--- config.mk ---
export PLATFORM = sky130hd
export DESIGN_NAME = matched_filter_mac
export DESIGN_NICKNAME = d
export VERILOG_FILES = /design/src/rtl/iq_demod_pkg.sv /design/src/rtl/mac_pair.sv /design/src/rtl/matched_filter_mac.sv
export SDC_FILE = /design/constraint.sdc
export NUM_CORES = 1
export LEC_CHECK = 0
export ABC_AREA = 1
export CAP_MARGIN = 20
export CORE_MARGIN = 4
export CORE_UTILIZATION = 46
export CTS_BUF_LIST = sky130_fd_sc_hd__clkbuf_8
export CTS_CLUSTER_SIZE = 30
export DETAILED_ROUTE_END_ITERATION = 8
export GPL_TIMING_DRIVEN = 0
export PLACE_DENSITY = 0.78
export SETUP_SLACK_MARGIN = 0.2
export SYNTH_ARGS = -nofsm -noshare
export SYNTH_HDL_FRONTEND = slang
export SYNTH_HIERARCHICAL = 1
export SYNTH_SLANG_ARGS = --single-unit
--- constraint.sdc ---
create_clock -name clk -period 7.1 [get_ports clk]
set_clock_uncertainty 0.1 [all_clocks]
set_input_delay 1.065 -clock clk [delete_from_list [all_inputs] [get_ports clk]]
set_output_delay 1.065 -clock clk [all_outputs]
set_load 0.005 [all_outputs]
--- src/rtl/iq_demod_pkg.sv ---
// Shared types and constants for the IQ demodulator datapath: sample/coefficient
// widths, the half-sine matched-filter coefficients and the filter FSM states.
package iq_demod_pkg;

    localparam int SAMPLE_W   = 5;
    localparam int COEF_W     = 4;
    localparam int ACC_W      = 12;
    localparam int NUM_TAPS   = 10;
    localparam int NUM_PAIRS  = NUM_TAPS / 2;
    localparam int PROD_W     = SAMPLE_W + COEF_W;
    localparam int PAIR_W     = PROD_W + 1;
    localparam int PAIR_IDX_W = 3;

    typedef logic signed [SAMPLE_W-1:0] sample_t;
    typedef logic signed [COEF_W-1:0]   coef_t;
    typedef logic signed [PAIR_W-1:0]   pair_sum_t;
    typedef logic signed [ACC_W-1:0]    acc_t;

    // Half-sine pulse shape, index 0 pairs with the newest tap.
    localparam coef_t COEF [NUM_TAPS] = '{
        4'sd1, 4'sd3, 4'sd5, 4'sd6, 4'sd7, 4'sd7, 4'sd6, 4'sd5, 4'sd3, 4'sd1
    };

    typedef enum logic {
        IDLE,
        MAC
    } state_e;

endpackage

--- src/rtl/mac_pair.sv ---
// Combinational two-term multiply-add: sampleA*coefA + sampleB*coefB at full precision.
module mac_pair
    import iq_demod_pkg::*;
(
    input  sample_t   sampleA_i,
    input  sample_t   sampleB_i,
    input  coef_t     coefA_i,
    input  coef_t     coefB_i,
    output pair_sum_t sum_o
);

    logic signed [PROD_W-1:0] prodA;
    logic signed [PROD_W-1:0] prodB;

    // Operands are sign-extended to the product width so the truncated result is exact.
    assign prodA = PROD_W'(sampleA_i) * PROD_W'(coefA_i);
    assign prodB = PROD_W'(sampleB_i) * PROD_W'(coefB_i);
    assign sum_o = PAIR_W'(prodA) + PAIR_W'(prodB);

endmodule

--- src/rtl/matched_filter_mac.sv ---
// Ten-tap half-sine matched filter: snapshots a window, then accumulates one
// tap pair per cycle over five cycles and emits a single-cycle result pulse.
module matched_filter_mac
    import iq_demod_pkg::*;
(
    input  logic                       clk,
    input  logic                       reset,
    input  logic signed [SAMPLE_W-1:0] tap0,
    input  logic signed [SAMPLE_W-1:0] tap1,
    input  logic signed [SAMPLE_W-1:0] tap2,
    input  logic signed [SAMPLE_W-1:0] tap3,
    input  logic signed [SAMPLE_W-1:0] tap4,
    input  logic signed [SAMPLE_W-1:0] tap5,
    input  logic signed [SAMPLE_W-1:0] tap6,
    input  logic signed [SAMPLE_W-1:0] tap7,
    input  logic signed [SAMPLE_W-1:0] tap8,
    input  logic signed [SAMPLE_W-1:0] tap9,
    input  logic                       taps_valid,
    input  logic                       clr,
    output logic signed [ACC_W-1:0]    filt_out,
    output logic                       filt_valid,
    output logic                       busy,
    output logic                       overrun
);

    state_e                state_q, state_d;
    logic [PAIR_IDX_W-1:0] p_q, p_d;
    acc_t                  acc_q, acc_d;
    acc_t                  filtOut_q, filtOut_d;
    logic                  filtValid_q, filtValid_d;
    logic                  overrun_q, overrun_d;
    sample_t               snap_q [NUM_TAPS];
    sample_t               snap_d [NUM_TAPS];
    sample_t               liveTaps [NUM_TAPS];

    sample_t               pairSampleA, pairSampleB;
    coef_t                 pairCoefA, pairCoefB;
    pair_sum_t             pairSum;

    assign liveTaps[0] = tap0;
    assign liveTaps[1] = tap1;
    assign liveTaps[2] = tap2;
    assign liveTaps[3] = tap3;
    assign liveTaps[4] = tap4;
    assign liveTaps[5] = tap5;
    assign liveTaps[6] = tap6;
    assign liveTaps[7] = tap7;
    assign liveTaps[8] = tap8;
    assign liveTaps[9] = tap9;

    // Pair index p steers snapshot taps 2p and 2p+1 into the shared multiply-add.
    always_comb begin
        pairSampleA = snap_q[0];
        pairSampleB = snap_q[1];
        pairCoefA   = COEF[0];
        pairCoefB   = COEF[1];
        for (int k = 0; k < NUM_PAIRS; k++) begin
            if (p_q == PAIR_IDX_W'(k)) begin
                pairSampleA = snap_q[2*k];
                pairSampleB = snap_q[2*k+1];
                pairCoefA   = COEF[2*k];
                pairCoefB   = COEF[2*k+1];
            end
        end
    end

    mac_pair u_mac_pair (
        .sampleA_i (pairSampleA),
        .sampleB_i (pairSampleB),
        .coefA_i   (pairCoefA),
        .coefB_i   (pairCoefB),
        .sum_o     (pairSum)
    );

    always_comb begin
        state_d     = state_q;
        p_d         = p_q;
        acc_d       = acc_q;
        snap_d      = snap_q;
        filtOut_d   = filtOut_q;
        filtValid_d = 1'b0;
        overrun_d   = overrun_q;

        if (clr) begin
            state_d   = IDLE;
            p_d       = '0;
            acc_d     = '0;
            filtOut_d = '0;
            overrun_d = 1'b0;
        end else begin
            case (state_q)
                IDLE: begin
                    if (taps_valid) begin
                        snap_d  = liveTaps;
                        acc_d   = '0;
                        p_d     = '0;
                        state_d = MAC;
                    end
                end
                MAC: begin
                    if (p_q == PAIR_IDX_W'(NUM_PAIRS - 1)) begin
                        filtOut_d   = acc_q + ACC_W'(pairSum);
                        filtValid_d = 1'b1;
                        p_d         = '0;
                        acc_d       = '0;
                        // A window arriving on the last pair cycle is taken back-to-back.
                        if (taps_valid) begin
                            snap_d = liveTaps;
                        end else begin
                            state_d = IDLE;
                        end
                    end else begin
                        acc_d = acc_q + ACC_W'(pairSum);
                        p_d   = p_q + PAIR_IDX_W'(1);
                        if (taps_valid) begin
                            overrun_d = 1'b1;
                        end
                    end
                end
            endcase
        end
    end

    always_ff @(posedge clk or negedge reset) begin
        if (!reset) begin
            state_q     <= IDLE;
            p_q         <= '0;
            acc_q       <= '0;
            filtOut_q   <= '0;
            filtValid_q <= 1'b0;
            overrun_q   <= 1'b0;
            snap_q      <= '{default: '0};
        end else begin
            state_q     <= state_d;
            p_q         <= p_d;
            acc_q       <= acc_d;
            filtOut_q   <= filtOut_d;
            filtValid_q <= filtValid_d;
            overrun_q   <= overrun_d;
            snap_q      <= snap_d;
        end
    end

    assign filt_out   = filtOut_q;
    assign filt_valid = filtValid_q;
    assign busy       = (state_q == MAC);
    assign overrun    = overrun_q;

endmodule
### Yosys cells after proc, flatten, opt, wreduce, memory -nomap -nowiden

Index checks and enable logic that the tools add are counted.

| word-level totals | value |
|---|---|
| word-level logic and storage cells | 77 |
| flip-flop bits (word level) | 80 |
| output and inout bits | 15 |

| cells by class | value |
|---|---|
| reduce and logical (&&, ||, !) cells | 6 |
| muxes and demuxes | 41 |
| bitwise logic cells | 2 |
| add/subtract/negate cells | 3 |
| equality and inequality tests | 7 |
| multipliers | 2 |

Operator list:

| kind | count |
|---|---|
| 50-bit two-way mux | 2 |
| 50-bit one-hot mux with 2 select lines | 1 |
| 12-bit two-way mux | 6 |
| 5-bit two-way mux | 8 |
| 4-bit two-way mux | 6 |
| 12-bit one-hot mux with 2 select lines | 1 |
| 5-bit by 4-bit multiplier with 9-bit output | 2 |
| 3-bit two-way mux | 5 |
| 12-bit by 10-bit adder with 12-bit output | 1 |
| 9-bit by 9-bit adder with 10-bit output | 1 |
| 1-bit two-way mux | 10 |
| 3-bit by 2-bit equality test with 1-bit output (second input constant) | 2 |
| 3-bit one-hot mux with 2 select lines | 1 |
| 2-bit nonzero test | 3 |
| 2-bit AND reduction | 2 |
| 3-bit by 1-bit adder with 3-bit output (second input constant) | 1 |
| 3-bit by 1-bit equality test with 1-bit output (second input constant) | 1 |
| 3-bit equality test (second input constant) | 1 |
| 3-bit != test (second input constant) | 1 |
| 3-bit AND reduction | 1 |
| 2-bit by 1-bit != test with 1-bit output (second input constant) | 1 |
| 2-bit != test (second input constant) | 1 |
| 1-bit NOT | 2 |
| 1-bit one-hot mux with 2 select lines | 1 |

### Depth between registers and ports, before layout

| logic depth | value |
|---|---|
| depth after elaboration | 11 |
| mapped depth | 38 |
| gate-level depth less buffers | 38 |

### Hierarchy

The synthesis kept the hierarchy.

By module, submodules not included:

| module | area each (um^2) | cells an instance | instances |
|---|---|---|---|
| matched_filter_mac | 4301.6 | 434 | 1 |
| mac_pair | 1990.7 | 282 | 1 |

### Worst setup path before layout

No wires, ideal clock.

| timing | value |
|---|---|
| kind | register to register |
| start | register p_q[0] |
| end | register acc_q[11] |
| arrival | 5.706 ns |
| setup time | 0.119 ns |
| required time | 6.881 ns |
| stages on the path, launching flop included | 31 |
| path slack | 1.176 ns |
| buffers on the path | 0 |
| period minus slack after synthesis | 5.924 ns |
| cell sequence | dfrtp_1 inv_1 ha_1 o21ai_0 nand2_1 inv_1 a22o_1 nand2_1 o211ai_1 nand2_1 fa_1 fa_1 inv_1 fa_1 inv_1 fa_1 inv_1 ha_1 nand2_1 inv_1 a21oi_2 nand3_1 nand3_1 nand2_1 ha_1 nand2_1 inv_1 a21oi_1 nand4_1 nand4_1 nand2_1 |

| on the way | value |
|---|---|
| cells in the longest elaborated chain, start to end | 11 |
| elaborated cells on any way between the ends | 27 |

RTL lines:

| item | line | text |
|---|---|---|
| from (decl) | matched_filter_mac.sv:27 | `logic [PAIR_IDX_W-1:0] p_q, p_d;` |
| from (signal assigned) | matched_filter_mac.sv:135 | `p_q <= p_d;` |
| 3-bit by 1-bit equality test with 1-bit output | matched_filter_mac.sv:58 | `if (p_q == PAIR_IDX_W'(k)) begin` |
| 5-bit two-way mux (3 in a row) | matched_filter_mac.sv:58 |  |
| 5-bit two-way mux * | matched_filter_mac.sv:58 |  |
| net pairSampleB[4] | matched_filter_mac.sv:36 | `sample_t pairSampleA, pairSampleB;` |
| 5-bit by 4-bit multiplier with 9-bit output * | mac_pair.sv:17 | `assign prodB = PROD_W'(sampleB_i) * PROD_W'(coefB_i);` |
| 9-bit by 9-bit adder with 10-bit output * | mac_pair.sv:18 | `assign sum_o = PAIR_W'(prodA) + PAIR_W'(prodB);` |
| net pairSum[9] | matched_filter_mac.sv:38 | `pair_sum_t pairSum;` |
| 12-bit by 10-bit adder with 12-bit output * | matched_filter_mac.sv:113 | `acc_d = acc_q + ACC_W'(pairSum);` |
| 12-bit two-way mux * | matched_filter_mac.sv:101 | `if (p_q == PAIR_IDX_W'(NUM_PAIRS - 1)) begin` |
| 12-bit one-hot mux with 2 select lines * | matched_filter_mac.sv:91 | `case (state_q)` |
| 12-bit two-way mux * | matched_filter_mac.sv:84 | `if (clr) begin` |
| to (signal assigned) | matched_filter_mac.sv:128 | `acc_q <= '0;` |
| to (signal assigned) | matched_filter_mac.sv:136 | `acc_q <= acc_d;` |
| to (decl) | matched_filter_mac.sv:28 | `acc_t acc_q, acc_d;` |

Mark *: on every way through the listed nets, which the timed path passes. The rest lies on a longest branch.
A chain may end at the register's enable or synchronous reset.

### Worst setup path after layout

| timing | value |
|---|---|
| start | register p_q[2] |
| end | register acc_q[10] |

| on the way | value |
|---|---|
| elaborated cells on any way between the ends | 27 |

RTL lines:

| item | line | text |
|---|---|---|
| 3-bit by 2-bit equality test with 1-bit output | matched_filter_mac.sv:58 |  |
| 4-bit two-way mux (2 in a row) | matched_filter_mac.sv:58 |  |
| 4-bit two-way mux * | matched_filter_mac.sv:58 |  |
| net pairCoefA[0] | matched_filter_mac.sv:37 | `coef_t pairCoefA, pairCoefB;` |
| 5-bit by 4-bit multiplier with 9-bit output * | mac_pair.sv:16 | `assign prodA = PROD_W'(sampleA_i) * PROD_W'(coefA_i);` |
| 9-bit by 9-bit adder with 10-bit output * | mac_pair.sv:18 |  |
| net pairSum[9] | matched_filter_mac.sv:38 |  |
| 12-bit by 10-bit adder with 12-bit output * | matched_filter_mac.sv:113 |  |
| 12-bit two-way mux * | matched_filter_mac.sv:101 |  |
| 12-bit one-hot mux with 2 select lines * | matched_filter_mac.sv:91 |  |
| 12-bit two-way mux * | matched_filter_mac.sv:84 |  |

Marks and branches as above.

==> results.md <==
- Ant. Diodes: 0
- Number of global-route vias before repair: 4935
- Top cells by area, synth: dfrtp_1 32%, fa_1 12%, mux2_4 12%, nand2_1 12%, inv_1 8.2%
- CTS tree: done
- Wirelength per Cell: about 14 microns
- Worst slew margin: a little under half
- Worst Max-Slew Pin Slew: approximately 0.79 ns
- Initial Util: a little under half
- Final nets: 938
- CP top delay family: adder cells
- Ys Warns: 6
- CTS sink count: 80
- Crit end category: register
- Layout area overhead: 19.0%
- Routed Wire Length: roughly 14000 microns
- Via/cell ratio: 4.92
- Core footprint: between 0.01 and 0.015 sq mm
- Final-report setup violation count: 0
- Simple-Gate Fraction of Synth Area: 18.8%
- Max Slew Vio Count: 0
- Row Count: 42
- Crit start category: register
- DRC errors left: 0
- Main synth FF type: dfrtp_1
- Post-synthesis mux area share: approximately an eighth
- RePlAce Congestion: around 0.87
- Post-Synth XOR/XNOR Area: between 2 and 2.5%
- CP bufs+invs: 7
- Fill count: around 1100
- Total CTS buffers: 9
- Sequential area share after synthesis: 31.8%
- Final worst-path cycle share: roughly 90%
- Post-Syn Instances: slightly above 700
- Syn avg cell area: just under 9 sq um
- Cell variety after synth: 35
- Cts hold-fix bufs: 0
- TritonRoute pass-1 iters: 4
- CP max FO: 10
- Via count: roughly 4900
- Setup TNS: 0 ns
- Routed Antenna Nets: 0
- Critical Path RT: slightly above 7 ns
- RSZ-0062 raised after global routing: no
- Outcome: complete, no violations
- Hold/Removal Path Class: register to register
- Synth top area share: around a third
- Number of max-cap violations: 0
- Crit-path slowest cell: fa_1
- WS Path Type: register to register
- Clock transition at path regs: roughly 0.080 ns
- Clock root cell: clkbuf_8
- Pin count of the biggest net entering global routing: 69
- CP peak stage delay: 0.54 ns
- GRT Residual Overflow: 0
- Initial DRC Count: about 280
- Hold Fails Final Rpt: 0
- Highest Clock Rate: 156 MHz
- Tmin final: between 6 and 7 ns
- GRT Resource Usage Total: between 10% and 20%
- Yosys top cell by area: dfrtp_1
- Largest family of logic cells by synthesized area: adder cells
- # port buffers: 68
- Most common cell in the synthesized netlist: nand2_1
- CTS H-Tree Depth: 3
- Die Ht: roughly 120 microns
- Synthesized flop and latch total: 80
- Ys async rst share: 100%
- Proportion of layout cells with a drive suffix above 1: between 10% and 20%
- Cell mode on critical path: nand2_1
- Die width: 125 microns
- Mapped Area: 0.00629 sq mm
- Maximum clock path buffer count: 2
- Clock latency on the worst-skew pair: about 0.37 ns
- Worst path arrival time: around 6.6 ns
- First-pass GRT wire length: roughly 23000 microns
- Synth cell count leaders: 195 x nand2_1, 137 x inv_1, 80 x dfrtp_1
- Synth Area in Adders: approximately a fifth
- Initial antenna violation count: 0
- Number of I/O pins: 69
- HPWL after DPL: between 10000 and 15000 microns
- Post-synthesis compound-gate area fraction: under 10%
- Die ar.: roughly 0.016 sq mm
- Post-synth EDFFs: 0
## layer usage
metal | routed length [microns] | global-route usage, % | vias to the layer above
met5 | 0 | 0 | -
met4 | 220 | 5.68 | 0
met3 | 672 | 3.80 | 20
met2 | 6820 | 30.9 | 122
met1 | 6150 | 23.0 | 2309
li1 | - | - | 2407
## cell type report
| type | instances | area [sq um] | area share (%) |
|---|---|---|---|
| inverter | 140 | 526 | 7.02 |
| timing repair buffer | 71 | 721 | 9.63 |
| clock buffer | 9 | 124 | 1.65 |
| multi-input combinational | 493 | 3730 | 49.8 |
| buffer | 12 | 96.3 | 1.29 |
| sequential | 80 | 2000 | 26.7 |
| clock inverter | 6 | 68.8 | 0.919 |
| tap | 176 | 220 | 2.94 |
## tightest hold or removal path: cells and delay by family (launching register included)
family	cells	cell delay, ns
flip-flops	1	0.35
AND/OR/NAND/NOR	2	0.10
## placed cells by master, fill, tap and decap left out, drive strengths merged, types with 23 or more instances in the layout
cell type and instances:
clkdlybuf4s50 67, dfrtp 80, fa 38, ha 39, inv 141, mux2 50, nand2 196, nand3 33
nor2 34, o21ai 23
## cells by family after synthesis
family                     after synthesis
muxes                                   50
xor gates and xnor gates                15
AOI/OAI and AO/OA                       59
adders and majority gates               77
other                                    1
DFF                                     80
and+or+nand+nor                        282
buffers and inverters                  152
## metrics by stage
step	area (sq um)	util, %	hold WS (ns)	std cells	setup slack [ns]
2_1_floorplan	6330	-	0.355	725	1.18
3_3_place_gp	7230	54.4	0.363	969	0.297
3_5_place_dp	7250	54.5	0.366	970	0.166
4_1_cts	7440	56.0	0.387	985	0.259
5_1_grt	7490	56.3	0.409	987	0.170
6_report	7490	56.3	0.380	987	0.681
## registers in the layout, indices dropped and copies added (netlist names)
register,cells
filt_out,12
acc_q,12
overrun,1
snap_q,50
busy,1
p_q,3
filt_valid,1
## path summary, 6_finish.rpt
path / depth (start not counted) / endpoint / slack, ns / from
max: 32 / acc_q[10] / 0.68 / p_q[2]
min: 2 / filt_out[5] / 0.38 / filt_out[5]
max reg2reg: 32 / acc_q[10] / 0.68 / p_q[2]
min reg2reg: 2 / filt_out[5] / 0.38 / filt_out[5]
max in group asynchronous: 2 / snap_q[43] / 5.88 / reset
min in group asynchronous: 1 / filt_out[2] / 0.44 / reset
## repair_timing
item                                    CTS  global route
gates cloned                              0             0
endpoints found under the setup margin    2            12
gates resized for setup                   1             9
pin swaps                                 0             2
buffers inserted                          0             2
Power is left out: the tool's default activity adds up to more than one toggle a clock period on the data nets, which glitch-free logic cannot reach.
